### config.mk
export PLATFORM = sky130hd
export DESIGN_NAME = uart_frame_ctrl
export DESIGN_NICKNAME = d
export VERILOG_FILES = /design/src/rtl/uart_frame_ctrl_pkg.sv /design/src/rtl/uart_frame_ctrl_inter_byte_timer.sv /design/src/rtl/uart_frame_ctrl.sv
export SDC_FILE = /design/constraint.sdc
export NUM_CORES = 1
export LEC_CHECK = 0
export ABC_AREA = 1
export CAP_MARGIN = 15
export CORE_ASPECT_RATIO = 0.5
export CORE_MARGIN = 5
export CORE_UTILIZATION = 61
export CTS_CLUSTER_SIZE = 20
export DETAILED_ROUTE_END_ITERATION = 16
export PLACE_DENSITY = 0.79
export SETUP_SLACK_MARGIN = 0.1
export SKIP_LAST_GASP = 1
export SYNTH_ARGS = -nofsm -noshare
export SYNTH_HDL_FRONTEND = slang
export SYNTH_SLANG_ARGS = --single-unit
### constraint.sdc
create_clock -name clk -period 2.55 [get_ports clk]
set_clock_uncertainty 0.2 [all_clocks]
set_input_delay 0.3825 -clock clk [delete_from_list [all_inputs] [get_ports clk]]
set_output_delay 0.3825 -clock clk [all_outputs]
set_load 0.005 [all_outputs]
### src/rtl/uart_frame_ctrl_pkg.sv
// Shared constants, error codes and state encoding for the UART frame controller.
// The state encoding is shared with uart_rx so both can be decoded from one table.
package uart_frame_ctrl_pkg;

    localparam int CLK_HZ = 12_000_000;
    localparam int BAUD   = 9600;

    localparam logic [7:0] SYNC_BYTE_DEFAULT = 8'hA5;

    localparam logic [1:0] ERR_NONE    = 2'd0;
    localparam logic [1:0] ERR_LEN     = 2'd1;
    localparam logic [1:0] ERR_CSUM    = 2'd2;
    localparam logic [1:0] ERR_TIMEOUT = 2'd3;

    typedef enum logic [2:0] {
        S_HUNT    = 3'd0,
        S_LEN     = 3'd1,
        S_PAYLOAD = 3'd2,
        S_CSUM    = 3'd3,
        S_DRAIN   = 3'd4
    } state_t;

    // Pointer width that stays legal for a single-entry buffer.
    function automatic int ptr_width(input int depth);
        return (depth > 1) ? $clog2(depth) : 1;
    endfunction

endpackage

### src/rtl/uart_frame_ctrl_inter_byte_timer.sv
// Inter-byte watchdog: counts while run is high, flags expiry on the clock that
// would bring the count to TIMEOUT_CLKS-1 without an intervening clear.
module inter_byte_timer #(
    parameter int TIMEOUT_CLKS = 12000
) (
    input  logic clk,
    input  logic rst,
    input  logic clear,
    input  logic run,
    output logic expired
);

    localparam int CNT_W = $clog2(TIMEOUT_CLKS + 1);

    logic [CNT_W-1:0] count_reg;

    always_ff @(posedge clk) begin
        if (rst || clear || !run) begin
            count_reg <= '0;
        end else begin
            count_reg <= count_reg + CNT_W'(1);
        end
    end

    assign expired = run && (count_reg == CNT_W'(TIMEOUT_CLKS - 2));

endmodule

### src/rtl/uart_frame_ctrl.sv
// Frame controller above uart_rx: hunts for SYNC, collects LEN/payload/CSUM into a
// local buffer and streams the payload out only after the checksum matches.
module uart_frame_ctrl
    import uart_frame_ctrl_pkg::*;
#(
    parameter int         MAX_LEN      = 16,
    parameter logic [7:0] SYNC_BYTE    = SYNC_BYTE_DEFAULT,
    parameter int         TIMEOUT_CLKS = CLK_HZ / 1000
) (
    input  logic       clk,
    input  logic       rst,
    input  logic [7:0] rx_byte,
    input  logic       byte_available,
    output logic       rx_enable,
    output logic [7:0] out_data,
    output logic       out_valid,
    input  logic       out_ready,
    output logic       out_last,
    output logic       frame_err,
    output logic [1:0] err_code,
    output logic       busy
);

    localparam int         PTR_W     = ptr_width(MAX_LEN);
    localparam logic [7:0] MAX_LEN_B = 8'(MAX_LEN);

    state_t state_reg;
    state_t state_next;

    logic             byte_available_q_reg;
    logic             strobe;
    logic [7:0]       len_reg;
    logic [7:0]       sum_reg;
    logic [PTR_W-1:0] wr_ptr_reg;
    logic [PTR_W-1:0] rd_ptr_reg;
    logic [7:0]       buf_mem [MAX_LEN];

    logic             frame_err_reg;
    logic [1:0]       err_code_reg;
    logic             rx_enable_reg;

    logic             err_fire;
    logic [1:0]       err_sel;
    logic             len_ok;
    logic             csum_ok;
    logic             wr_last;
    logic             rd_last;
    logic             timer_clear;
    logic             timer_run;
    logic             timer_expired;

    // One strobe per byte no matter how long uart_rx holds its level.
    assign strobe  = byte_available && !byte_available_q_reg;
    assign len_ok  = (rx_byte != 8'd0) && (rx_byte <= MAX_LEN_B);
    assign csum_ok = (rx_byte == sum_reg);
    assign wr_last = (8'(wr_ptr_reg) == (len_reg - 8'd1));
    assign rd_last = (8'(rd_ptr_reg) == (len_reg - 8'd1));

    assign timer_run   = (state_reg == S_LEN) || (state_reg == S_PAYLOAD) ||
                         (state_reg == S_CSUM);
    assign timer_clear = strobe || (state_next != state_reg);

    inter_byte_timer #(
        .TIMEOUT_CLKS(TIMEOUT_CLKS)
    ) u_timer (
        .clk     (clk),
        .rst     (rst),
        .clear   (timer_clear),
        .run     (timer_run),
        .expired (timer_expired)
    );

    always_ff @(posedge clk) begin
        if (rst) begin
            state_reg <= S_HUNT;
        end else begin
            state_reg <= state_next;
        end
    end

    // A strobe is always checked before expiry, so a byte arriving on the
    // expiry cycle is processed normally.
    always_comb begin
        state_next = state_reg;
        err_fire   = 1'b0;
        err_sel    = ERR_NONE;
        case (state_reg)
            S_HUNT: begin
                if (strobe && (rx_byte == SYNC_BYTE)) begin
                    state_next = S_LEN;
                end
            end
            S_LEN: begin
                if (strobe) begin
                    if (len_ok) begin
                        state_next = S_PAYLOAD;
                    end else begin
                        state_next = S_HUNT;
                        err_fire   = 1'b1;
                        err_sel    = ERR_LEN;
                    end
                end else if (timer_expired) begin
                    state_next = S_HUNT;
                    err_fire   = 1'b1;
                    err_sel    = ERR_TIMEOUT;
                end
            end
            S_PAYLOAD: begin
                if (strobe) begin
                    if (wr_last) begin
                        state_next = S_CSUM;
                    end
                end else if (timer_expired) begin
                    state_next = S_HUNT;
                    err_fire   = 1'b1;
                    err_sel    = ERR_TIMEOUT;
                end
            end
            S_CSUM: begin
                if (strobe) begin
                    if (csum_ok) begin
                        state_next = S_DRAIN;
                    end else begin
                        state_next = S_HUNT;
                        err_fire   = 1'b1;
                        err_sel    = ERR_CSUM;
                    end
                end else if (timer_expired) begin
                    state_next = S_HUNT;
                    err_fire   = 1'b1;
                    err_sel    = ERR_TIMEOUT;
                end
            end
            S_DRAIN: begin
                if (out_ready && rd_last) begin
                    state_next = S_HUNT;
                end
            end
            default: begin
                state_next = S_HUNT;
            end
        endcase
    end

    always_comb begin
        out_valid = (state_reg == S_DRAIN);
        out_last  = (state_reg == S_DRAIN) && rd_last;
        busy      = (state_reg != S_HUNT);
        out_data  = buf_mem[rd_ptr_reg];
    end

    always_ff @(posedge clk) begin
        if (rst) begin
            byte_available_q_reg <= 1'b0;
            frame_err_reg        <= 1'b0;
            err_code_reg         <= ERR_NONE;
            rx_enable_reg        <= 1'b0;
        end else begin
            byte_available_q_reg <= byte_available;
            frame_err_reg        <= err_fire;
            rx_enable_reg        <= (state_next != S_DRAIN);
            if (err_fire) begin
                err_code_reg <= err_sel;
            end
        end
    end

    always_ff @(posedge clk) begin
        if (rst) begin
            len_reg    <= 8'd0;
            sum_reg    <= 8'd0;
            wr_ptr_reg <= '0;
            rd_ptr_reg <= '0;
        end else begin
            case (state_reg)
                S_LEN: begin
                    if (strobe && len_ok) begin
                        len_reg    <= rx_byte;
                        sum_reg    <= rx_byte;
                        wr_ptr_reg <= '0;
                    end
                end
                S_PAYLOAD: begin
                    if (strobe) begin
                        sum_reg    <= sum_reg + rx_byte;
                        wr_ptr_reg <= wr_ptr_reg + PTR_W'(1);
                    end
                end
                S_CSUM: begin
                    if (strobe && csum_ok) begin
                        rd_ptr_reg <= '0;
                    end
                end
                S_DRAIN: begin
                    if (out_ready) begin
                        rd_ptr_reg <= rd_ptr_reg + PTR_W'(1);
                    end
                end
                default: begin
                end
            endcase
        end
    end

    // Payload storage carries no reset; only bytes below len_reg are ever read.
    always_ff @(posedge clk) begin
        if ((state_reg == S_PAYLOAD) && strobe) begin
            buf_mem[wr_ptr_reg] <= rx_byte;
        end
    end

    assign frame_err = frame_err_reg;
    assign err_code  = err_code_reg;
    assign rx_enable = rx_enable_reg;

endmodule
==> out/results.ini <==
[timing]
hold_viol = 0
setup_viol = 0
finalCritPeriodShare_pct = 99.4
slew_violations = 0
rsz0062_at_grt = yes
worstMarginPinSlew_ns = 0.477
relSlewSlack_pct = 68.1
period_minus_slack_ns = 2.54
timing.fmax_ghz = 0.394

[logic_synthesis]
synth_fa_ha_area_share_pct = 2.56
syn_inst = 760
syn_area_mm2 = 0.00810
ys_types = 45
synth_xor_area_share_pct = 2.38
ys_ff_latch = 178
syn_area_per_cell_um2 = 10.7
synth_compound_area_share_pct = 11.1
synth_top_family_by_area = simple AND/OR/NAND/NOR gates
synth_ff_type = edfxtp_1
synth_nets = 788
yosysSeqAreaShare_pct = 59.8
synth-simple-area-share_pct = 14.4
ys_warn_count = 0
async_flop_share_pct = 0
synth_edf_count = 128
synth_mux_area_share_pct = 3.95

[die]
boundaryPins = 27
start_util_pct = 63.1
die_w_um = 173
core_mm2 = 0.0128
die_y_um = 91.5
fp.dieArea_mm2 = 0.0158
row_count = 29

[worst_setup_path]
r2r_setup_slack_ns = 0.40
r2r_cells = 15
crit_required_ns = 1.97
end_kind = primary output
critPathMaxFanout = 13
rr_startpoint = len_reg[0]
cp-start-kind = register
arrival_ns = 1.95
r2r_end = u_timer.count_reg[13]
critical_path_class = reg2out

[worst_hold_path]
worstHoldPathCells = 2
holdPathEnd = sum_reg[7]
min_path_type = reg2reg
min_from = sum_reg[7]

[finish]
largest_reg_flops = 128
nFillCells = 769
final_common_cell = edfxtp_1
area_growth_pct = 23.1
final_cell_mix = edfxtp_1, nand2_1, inv_1
num_antenna_cells = 0
drive_gt1_share_pct = 24.0
stdcell_area_mm2 = 0.00997
final_nets = 880
final_util_pct = 77.6

[drt]
vias_per_cell = 5.94
avgRoutedWirePerCell_um = 19.7
firstDrtPassIters = 5
ant_nets = 0
drtIter0Drc = 715
totalWireLength_um = 20400
vias = 6145
drc_errors = 0

[grt]
grt_use_total_pct = 25.8
grt_pass1_wl_um = 31700
antenna_found_initial = 0
grt_overflow = 0
grt_max_degree = 32
grt_pass1_vias = 5987

[clocking]
htree_levels = 4
clk_pin_slew_ns = 0.07
cts_tree = done
cts_buffer_depth = 2
clock-root-buffer = clkbuf_16
clk_latency_ns = 0.43
numCtsBuffers = 17
cts.sinks = 178

[power]
finalPower_uw = 5840
worst_ir_drop_vdd_mv = 0.539
powerDensity_mw_per_mm2 = 586
leakage_uw = 0.00370

[placement]
placed_area_mm2 = 0.00895
finalWeightedCongestion = 0.905
detailed_place_hpwl_um = 12300
port_buffers = 26

[run]
maxCapViolCount = 0

[outcome]
outcome = finished clean

## critical path, stage by stage (launching register included)
cell,delay [ns]
dfxtp_4,0.36
buf_12,0.16
buf_6,0.13
buf_16,0.14
mux2i_2,0.23
o211ai_1,0.12
nand3_1,0.13
nand2_1,0.09
buf_2,0.14
## cell type report
type                            count  area, µm²  area share, %
Sequential cell                   178       4850           48.7
Multi-Input combinational cell    465       2970           29.8
Timing Repair Buffer              102       1020           10.2
Clock buffer                       18        429           4.30
Inverter                           88        330           3.31
Tap cell                          170        213           2.13
Clock inverter                     14        158           1.58
## cells in the mapped netlist (2+ instances only)
cell      instances  area [µm²]
a21oi_1          56         280
a21oi_2           2        17.5
a31oi_1           3        18.8
buf_1             2        7.51
buf_2             5        25.0
buf_4             2        15.0
buf_6             2        22.5
clkbuf_1         18        67.6
dfxtp_1          50        1000
edfxtp_1        128        3840
ha_1             15         188
inv_1            78         293
inv_2            10        37.5
mux2i_1          32         320
nand2_1          87         327
nand2_2           5        31.3
nand2_4           2        22.5
nand3_1          44         220
nand3_2           2        20.0
nand3b_1          2        15.0
nand4_1           5        31.3
nor2_1           53         199
nor2_2           14        87.6
nor2_4            2        22.5
nor3_1            9        45.0
nor3_2            4        40.0
o211ai_1         33         248
o21ai_0          50         250
o21ai_1           6        30.0
o21bai_1          2        15.0
or2_2             3        18.8
xnor2_1           7        61.3
xor2_1           15         131
## worst max-delay path by stage
stage | from | end | slack (ns) | cells past startpoint
after floorplan | byte_available | buf_mem[0][0] | 0.47 | 6
after global placement | rx_byte[0] | sum_reg[6] | -0.02 | 12
after detailed placement | rx_byte[0] | sum_reg[6] | -0.07 | 12
after CTS | register | out_data[3] | 0.02 | 7
after global routing | register | out_data[6] | -0.06 | 9
final | register | out_data[0] | 0.01 | 8
## routing by layer
metal	vias up	track usage, %	wire, µm
met2	336	41.6	9410
li1	2840	-	-
met1	2914	35.1	8400
met5	-	0	0
met4	0	7.96	462
met3	55	6.35	2120
## power by group
group	internal, µW	switching, µW	total, µW
combinational	54.7	98.7	153
clock	1330	1270	2600
sequential	3090	0.693	3090
total	4470	1370	5840
## repair_timing
action	in CTS	in global routing
cloned	5	0
pin swaps	33	30
buffers inserted	9	2
endpoints found under the setup margin	9	10
gates resized for setup	83	35
hold endpoints to repair	0	0
hold buffers	0	0
## cells by family after synthesis
kind of cell | after synthesis
buffers and inverters | 117
multiplexers | 32
adder cells (fa/ha/maj) | 16
XOR/XNOR | 22
AND/OR/NAND/NOR | 239
flip-flops | 178
AO/OA/AOI/OAI | 156
## stage by stage
step / worst slack [ns] / TNS [ns] / hold WS [ns] / cells
final: 0.0149 / 0 / 0.283 / 1035
after global routing: -0.0649 / -0.172 / 0.294 / 1035
after CTS: 0.0185 / 0 / 0.263 / 1033
after detailed placement: -0.0685 / -0.112 / 0.249 / 987
after global placement: -0.0234 / -0.0234 / 0.235 / 987
after floorplan: 0.470 / 0 / 0.222 / 760
Note: power is estimated with default switching activity, not from simulation.
